## src/rtl/sub_8bit_serial.sv

```systemverilog
// rtl/sub_8bit_serial.sv - byte-serial multi-precision subtractor D = M - N
//
// Purpose: subtracts unsigned operands of up to MAX_BYTES bytes. The operands
// arrive least-significant byte first, one minuend/subtrahend byte pair per
// beat. The borrow is carried between beats internally. A single registered
// output stage sits behind a valid/ready handshake.
//
// Optional feature: define SUB_SERIAL_ZERO_FLAG_EN to add the zero_o port.
// zero_o reports that the whole result was zero.
//
// Parameters:
//   MAX_BYTES  maximum operand length in bytes (1..255); an operand that
//              reaches this length is ended and flagged with len_err_o
//
// Ports:
//   clk_i      clock, rising edge
//   rst_i      synchronous active-high reset
//   valid_i    input byte pair valid
//   ready_o    block can accept input this cycle
//   M_i        minuend byte
//   N_i        subtrahend byte
//   last_i     most-significant byte of the current operand
//   valid_o    difference byte valid
//   ready_i    downstream accepts output
//   diff_o     difference byte
//   last_o     final byte of the current result
//   borrow_o   final borrow, qualified by last_o (1 means M < N)
//   len_err_o  operand truncated at MAX_BYTES, qualified by valid_o
//   zero_o     whole result is zero, qualified by last_o (optional)

module sub_8bit_serial #(
  parameter int MAX_BYTES = 16
) (
  input  logic       clk_i,
  input  logic       rst_i,
  input  logic       valid_i,
  output logic       ready_o,
  input  logic [7:0] M_i,
  input  logic [7:0] N_i,
  input  logic       last_i,
  output logic       valid_o,
  input  logic       ready_i,
  output logic [7:0] diff_o,
  output logic       last_o,
  output logic       borrow_o,
  output logic       len_err_o
`ifdef SUB_SERIAL_ZERO_FLAG_EN
  ,
  output logic       zero_o
`endif
);

  localparam int CW = $clog2(MAX_BYTES + 1);

  typedef enum logic {IDLE, BUSY} state_t;

  state_t          state;
  logic            borrow_q;
  logic [CW-1:0]   count;

  logic            accept;
  logic            b_in;
  logic [8:0]      sub;
  logic [CW-1:0]   count_next;
  logic            trunc;
  logic            fin;

  // The output register is the only stage. It can take a new beat whenever
  // it is empty or is being drained in this same cycle.
  assign ready_o = !valid_o || ready_i;
  assign accept  = valid_i && ready_o;

  always_comb begin
    b_in       = (state == BUSY) ? borrow_q : 1'b0;
    sub        = {1'b0, M_i} - {1'b0, N_i} - {8'd0, b_in};
    // count is held at 0 in IDLE, so this value is the 1-based index of the
    // current beat within the operand.
    count_next = count + CW'(1);
    trunc      = (count_next == CW'(MAX_BYTES));
    fin        = last_i || trunc;
  end

`ifdef SUB_SERIAL_ZERO_FLAG_EN
  logic zacc;
  logic zero_now;

  // The first beat of an operand starts from a fresh "all zero so far".
  always_comb begin
    zero_now = (sub[7:0] == 8'd0) && ((state == IDLE) ? 1'b1 : zacc);
  end
`endif

  always_ff @(posedge clk_i) begin
    if (rst_i) begin
      state     <= IDLE;
      borrow_q  <= 1'b0;
      count     <= '0;
      valid_o   <= 1'b0;
      diff_o    <= 8'd0;
      last_o    <= 1'b0;
      borrow_o  <= 1'b0;
      len_err_o <= 1'b0;
`ifdef SUB_SERIAL_ZERO_FLAG_EN
      zacc      <= 1'b1;
      zero_o    <= 1'b0;
`endif
    end else if (accept) begin
      valid_o   <= 1'b1;
      diff_o    <= sub[7:0];
      last_o    <= fin;
      borrow_o  <= fin ? sub[8] : 1'b0;
      len_err_o <= trunc;
`ifdef SUB_SERIAL_ZERO_FLAG_EN
      zero_o    <= fin && zero_now;
`endif
      if (fin) begin
        // Operand complete, either by last_i or by hitting MAX_BYTES. The
        // next beat starts a new operand with no borrow.
        state    <= IDLE;
        borrow_q <= 1'b0;
        count    <= '0;
`ifdef SUB_SERIAL_ZERO_FLAG_EN
        zacc     <= 1'b1;
`endif
      end else begin
        state    <= BUSY;
        borrow_q <= sub[8];
        count    <= count_next;
`ifdef SUB_SERIAL_ZERO_FLAG_EN
        zacc     <= zero_now;
`endif
      end
    end else if (ready_i) begin
      valid_o <= 1'b0;
    end
  end

endmodule
```

## config.mk

```make
export PLATFORM = sky130hd
export DESIGN_NAME = sub_8bit_serial
export DESIGN_NICKNAME = d
export VERILOG_FILES = /design/src/rtl/sub_8bit_serial.sv
export SDC_FILE = /design/constraint.sdc
export NUM_CORES = 1
export LEC_CHECK = 0
export ABC_AREA = 1
export CORE_ASPECT_RATIO = 1.4
export CORE_MARGIN = 1
export CORE_UTILIZATION = 65
export CTS_CLUSTER_SIZE = 10
export DETAILED_ROUTE_END_ITERATION = 7
export DONT_BUFFER_PORTS = 1
export PLACE_DENSITY_LB_ADDON = 0.25
export SLEW_MARGIN = 20
export SYNTH_ARGS = -nofsm -noshare
export SYNTH_HDL_FRONTEND = slang
export SYNTH_SLANG_ARGS = --single-unit
```

## constraint.sdc

```tcl
create_clock -name clk_i -period 4.3 [get_ports clk_i]
set_input_delay 0.645 -clock clk_i [delete_from_list [all_inputs] [get_ports clk_i]]
set_output_delay 0.645 -clock clk_i [all_outputs]
set_load 0.02 [all_outputs]
```

# [After elaboration in Yosys (flattened, before gate mapping)]
# Index checks and enable logic that the tools add are counted.
# Widths: inputs -> output; s select.
[op_classes] n_addsub=3 n_eq_ne=1 n_mux=7 n_reduce_logical=5
[ops] op="$sub 8x8->9" count=1
[ops] op="$sub 9x1->9" count=1
[ops] op="$mux 1" count=6
[ops] op="$add 5x1->5 const B" count=1
[ops] op="$eq 5x5->1 const B" count=1
[ops] op="$mux 5" count=1
[ops] op="$logic_or 1x1->1" count=2
[ops] op="$reduce_bool 2->1" count=1
[ops] op="$logic_and 1x1->1" count=1
[ops] op="$logic_not 1->1" count=1
[word_totals] ff_bits=19 word_cells=24

# [Depth between registers and ports, before layout]
# Gate-level depths: netlist (run 1).
[depth] ltp_word=4 ltp_mapped=14

# [Worst setup path after synthesis (run 1)]
# Ideal clock, no wire load.
[synth_timing] kind="input -> register" from="in N_i[0]" to="reg diff_o[5]" t_arrival_ns=2.025 t_required_ns=4.191 setup_slack_ns=2.166 path_stages=11 cell_sequence="inv_1 -> fa_1 -> inv_1 -> ha_1 -> o21ai_0 -> nand2_1 -> a21oi_1 -> or2_2 -> nand3_1 -> nand2_1 -> inv_1"
[synth_via] elab_chain_cells=2
[synth_rtl] item="from (decl)" line_no="39" rtl="input logic [7:0] N_i,"
[synth_rtl] item="$sub 8x8->9" line_no="75" rtl="sub = {1'b0, M_i} - {1'b0, N_i} - {8'd0, b_in};"
[synth_rtl] item="$sub 9x1->9" line_no="75"
[synth_rtl] item="to (signal assigned)" line_no="109" rtl="diff_o <= sub[7:0];"
[synth_rtl] item="to (decl)" line_no="43" rtl="output logic [7:0] diff_o,"
# No other way between the ends.
# A chain may end at the register's enable or synchronous reset.

# [Worst setup path in the final report (run 1)]
[layout_timing] from="reg state" to="reg diff_o[5]"
[layout_via] elab_chain_cells=2
[layout_rtl] item="from (decl)" line_no="57" rtl="state_t state;"
[layout_rtl] item="from (signal assigned)" line_no="95" rtl="state <= IDLE;"
[layout_rtl] item="from (signal assigned)" line_no="119" rtl="state <= IDLE;"
[layout_rtl] item="from (signal assigned)" line_no="126" rtl="state <= BUSY;"
[layout_rtl] item="$mux 1" line_no="74" rtl="b_in = (state == BUSY) ? borrow_q : 1'b0;"
[layout_rtl] item="$sub 9x1->9" line_no="75"
# No other way between the ends.

==> results of run 1 <==
-- where the power goes --
| part | total, uW | internal (uW) | switching [uW] |
|---|---|---|---|
| sequential | 211 | 189 | 21.8 |
| clock | 88.6 | 34.7 | 54.0 |
| combinational | 114 | 45.3 | 68.6 |
-- cells in the mapped netlist --
cell type	number	area (sq um)
inv_1	46	172.7
nand2_1	36	135.1
dfxtp_1	19	380.4
nor2_1	18	67.56
ha_1	15	187.7
a21oi_1	12	60.06
nand3_1	9	45.04
o21ai_0	9	45.04
nand4_1	5	31.28
xor2_1	4	35.03
nand2_2	3	18.77
fa_1	2	40.04
nand3_4	2	35.03
or2_2	2	12.51
a21o_1	1	7.510
a21oi_2	1	8.760
a31oi_1	1	6.260
buf_6	1	11.26
clkbuf_1	1	3.750
clkbuf_8	1	13.76
inv_2	1	3.750
nand2_4	1	11.26
nor2_2	1	6.260
o211ai_1	1	7.510
o21bai_1	1	7.510
xnor2_1	1	8.760
-- critical path: stages, from the launching register on --
cell	delay, ps
dfxtp_1	350
nand2_1	80
fa_1	520
inv_1	50
ha_1	170
o21ai_0	150
nand2_1	120
a21oi_1	180
or2_2	130
nand3_1	60
nand2_1	80
inv_1	30
-- cell type report --
| class | instances | area [sq um] | share of cell area, % |
|---|---|---|---|
| clock buffers | 3 | 22.52 | 1.623 |
| clock inverters | 1 | 5.005 | 0.3607 |
| inverters | 47 | 176.4 | 12.71 |
| multi-input cells | 125 | 777.0 | 56.00 |
| flip-flops and latches | 19 | 380.4 | 27.41 |
| well taps | 21 | 26.28 | 1.894 |
-- layer usage --
metal / share of wire (%) / vias up / global-route usage, %
li1: - / 604 / -
met1: 41 / 515 / 24.43
met2: 53 / 25 / 42.40
met3: 4.3 / 5 / 2.800
met4: 1.9 / 0 / 11.90
met5: 0 / - / 0
-- worst paths after layout --
| kind | startpoint | endpoint | slack [ps] | depth (start not counted) |
|---|---|---|---|---|
| min reg2reg | count[4] | count[4] | 490 | 2 |
| max reg2reg | state | diff_o[5] | 2280 | 11 |
| max | state | diff_o[5] | 2280 | 11 |
| min | rst_i | count[1] | 390 | 1 |
-- sequential cells by signal, summed over array words and instances, names as in the netlist --
register	count
valid_o	1
last_o	1
diff_o	8
borrow_o	1
state	1
count	5
len_err_o	1
borrow_q	1
-- cell families (layout without fill, tap and decap cells) --
logic type               count (synthesis)  count (layout)  share of synthesized area, %
adder cells (fa/ha/maj)                 17              17                         16.71
flip-flops                              19              19                         27.92
AND/OR/NAND/NOR                         77              77                         26.63
XOR/XNOR                                 5               5                         3.214
buffers and inverters                   50              51                         15.06
AO/OA/AOI/OAI                           26              26                         10.47
-- stage by stage --
step / hold WS [ps] / instance area, sq um / util (%) / instances
after floorplan: 454.3 / 1363 / - / 194
after global placement: 465.4 / 1360 / 68.93 / 212
after detailed placement: 472.6 / 1360 / 68.93 / 212
after CTS: 386.1 / 1388 / 70.32 / 216
after global routing: 388.9 / 1388 / 70.32 / 216
final: 392.6 / 1388 / 70.32 / 216
==> results.tsv, run 1 <==
metric	value	unit
mapped cell area	1363	sq um
chip height	56.18	microns
status	finished clean	
register area share after synthesis	27.92	%
final hold violations	0	
Critical Setup Path Class	flop to flop	
TritonCTS clock tree	yes	
# rows	19	
worst skew pair latency	300	ps
initial antenna violation count	0	
Avg Inst Size Synth	7.023	sq um
core area	1973	sq um
minimum clock period	2016	ps
fillcell total	183	
# IOs	34	
Cells after Synth	194	
largest net degree at the start of global routing	27	
vias per std cell	5.319	
startpoint types	flop	
Seq cells post-synth	19	
post_cts resized	0	
most frequent cells in the layout	inv_1 (46), nand2_1 (36), dfxtp_1 (19)	
DRC	0	
layout cells sized above 1	7.692	%
CP required	4500	ps
H-Tree Depth	1	
Initial Utilization	69.06	%
Clock Sinks	19	
Die X	40.70	microns
pre-CTS setup slack	2031	ps
DR iter-0 viols	29	
crit end category	flop	
final wirelength	2399	microns
Ys Warns	0	
Post-Synthesis Net Count	232	
Crit path arrival time	2220	ps
Peak VDD IR	0.0001723	V
antenna viol nets, final	0	
Final period util	46.88	%
gr usage total	23.76	%
Final Skew	10.30	ps
drt pass-1 iters	6	
Die ar.	2286	sq um
first-pass GRT wire length	3926	microns
CP max FO	3	
synth unique cells	26	
setup TNS	0	ps
Post-CTS Setup Repair Bufs	0	
CTS root buf	clkbuf_4	
Clock Pin Slew Worst Setup and Hold Paths	110	ps
pwr/cell area	298.0	nW/um^2
P_leak	0.0007643	uW
fin. max-slew vios	0	
DPL Wire Length	1977	microns
Layout area overhead	1.836	%
Diodes inserted	0	
CTS Buf Count	3	
Setup WS post-layout	2284	ps
setup repair after global routing missed its margin	no	
most common cell after layout, fill and taps aside	inv_1	
Tot Pwr	413.5	uW
Slew @ Worst Pin	418.9	ps
clock tree buffer depth	2	
Hold-fix buffers, CTS	0	
max-cap viol count	0	
Buffers on Ports	0	
final setup fails	0	
gp weighted congestion	0.8027	
vias in the first global route	1053	
vias post-DR	1149	
WL/cell	11.11	microns
Remaining Overflow, GRT	0	
Worst slew margin	72.04	%
worst min-delay path class	input pin to flop	
final net count	234	
fmax	496.1	MHz
No activity file was read; power rests on OpenSTA's default activity.
==> run 2: changes to the inputs <==
Settings changed: CORE_UTILIZATION 65 to 56.
Clock period 4.3 ns to 1.8 ns, I/O delays scaled along.
==> run 2 against run 1 <==
Compared with the run above:
- the run now ends with design-rule violations, negative setup slack left
- total power grew to 2.6 times the previous value
- routed wire length rose by 14%
- flip-flop and latch count is the same
- worst hold slack got worse by 370 ps
- register-to-register slack got worse by 2500 ps
- die area increased by 15%
- global-route usage decreased by 3.6 points
- combinational power grew to 3.0 times the previous value
- worst setup slack worse by 2500 ps
- critical endpoint unchanged
- largest cell class unchanged
==> results.tsv, run 2 (synthesis results as in run 1) <==
metric	value	unit
TritonCTS clock tree	yes	
first-pass GRT wire length	3995	microns
setup repair after global routing missed its margin	yes	
hold_ws	18.33	ps
Setup WS post-layout	-172.0	ps
Final Util	67.30	%
Die ar.	2637	sq um
Largest regs	diff_o x8, count x5	
vias post-DR	1175	
initial antenna violation count	0	
Slew @ Worst Pin	430.7	ps
# IOs	34	
Clock Pin Slew Worst Setup and Hold Paths	110	ps
startpoint types	flop	
most common cell after layout, fill and taps aside	inv_1	
drt pass-1 iters	8	
final net count	238	
most frequent cells in the layout	inv_1 (44), nand2_1 (27), nor2_1 (18)	
gr usage total	20.15	%
P_leak	0.0007970	uW
DR iter-0 viols	29	
final setup fails	7	
clock tree buffer depth	2	
largest net degree at the start of global routing	27	
vias per std cell	5.317	
reg-to-reg slack, setup	-170	ps
Initial Utilization	61.18	%
minimum clock period	1972	ps
WL/cell	12.42	microns
CP required	2010	ps
Worst R2R Start	borrow_q	
CP max FO	3	
Die X	43.69	microns
Crit path arrival time	2180	ps
Clock Sinks	19	
fillcell total	200	
Hold-fix buffers, CTS	0	
setup TNS	-588.4	ps
layout cells sized above 1	19.60	%
Layout area overhead	10.01	%
worst skew pair latency	300	ps
pwr/cell area	711.6	nW/um^2
vias in the first global route	997	
Tot Pwr	1067	uW
final hold violations	0	
Peak VDD IR	0.0004822	V
Worst Setup SP	borrow_q	
antenna viol nets, final	0	
hold_sp	rst_i	
fin. max-slew vios	0	
H-Tree Depth	1	
chip height	60.37	microns
fmax	507.1	MHz
Critical Setup Path Class	flop to flop	
core area	2227	sq um
pre-CTS setup slack	-120.0	ps
max-cap viol count	0	
CTS root buf	clkbuf_4	
Final period util	109.6	%
DPL Wire Length	1972	microns
final wirelength	2745	microns
Diodes inserted	0	
status	complete, but fails checks	
worst min-delay path class	input pin to flop	
Largest register FFs	8	
Buffers on Ports	0	
Final Skew	5.477	ps
gp weighted congestion	0.8088	
failing checks	design-rule violations, negative setup slack	
DRC	2	
Worst slew margin	71.24	%
largest register by flop count	diff_o	
crit end category	flop	
# rows	20	
Remaining Overflow, GRT	0	
CTS Buf Count	3	
==> run 2: final timing paths <==
check                                 end  cells after the start
worst max-delay path            diff_o[5]                     11
worst min-delay path             borrow_q                      1
worst max register to register  diff_o[5]                     11
worst min register to register   count[4]                      2
==> run 2: per-layer routing <==
metal | up-vias | GRT usage [%] | share of wire (%)
met5 | - | 0 | 0
met2 | 36 | 36.46 | 56
met1 | 523 | 24.08 | 38
met3 | 6 | 1.190 | 4.4
met4 | 0 | 9.375 | 1.9
li1 | 610 | - | -
==> run 2: layout make-up <==
cell class / instances / area (sq um) / share of cell area, %
repair buffers: 4 / 33.78 / 2.254
flip-flops and latches: 19 / 382.9 / 25.54
clock buffers: 4 / 26.28 / 1.753
well taps: 22 / 27.53 / 1.836
multi-input cells: 125 / 852.1 / 56.84
inverters: 47 / 176.4 / 11.77
==> run 2: repair_timing <==
item	CTS	global route
gates resized for setup	7	23
pin swaps	2	20
buffers inserted	0	2
endpoints found under the hold margin	0	0
setup endpoints to repair	7	7
==> run 2: where the power goes <==
part           switching, uW  internal (uW)
clock network            128           86.4
registers               53.5            453
logic                    203            143
==> run 2: through the flow <==
step                cell area (sq um)  instances
finish                           1499        221
global route                     1499        221
CTS                              1414        219
detailed placement               1376        215
global placement                 1376        215
floorplan                        1363        194
==> run 2: worst max-delay path: stages, from the launching register on <==
cell and delay, ps:
dfxtp_2 360, nand2_2 70, fa_2 580, inv_2 50, ha_4 150, o21ai_2 130
nand2_2 90, a21oi_2 150, or2_4 140, nand3_2 60, nand2_1 80, inv_1 30
==> run 3: changes to the inputs <==
Settings changed: CORE_MARGIN 1 to not set.
==> results of run 3 <==
Same layout as run 2: the final DEF is identical, and so are final timing and power.
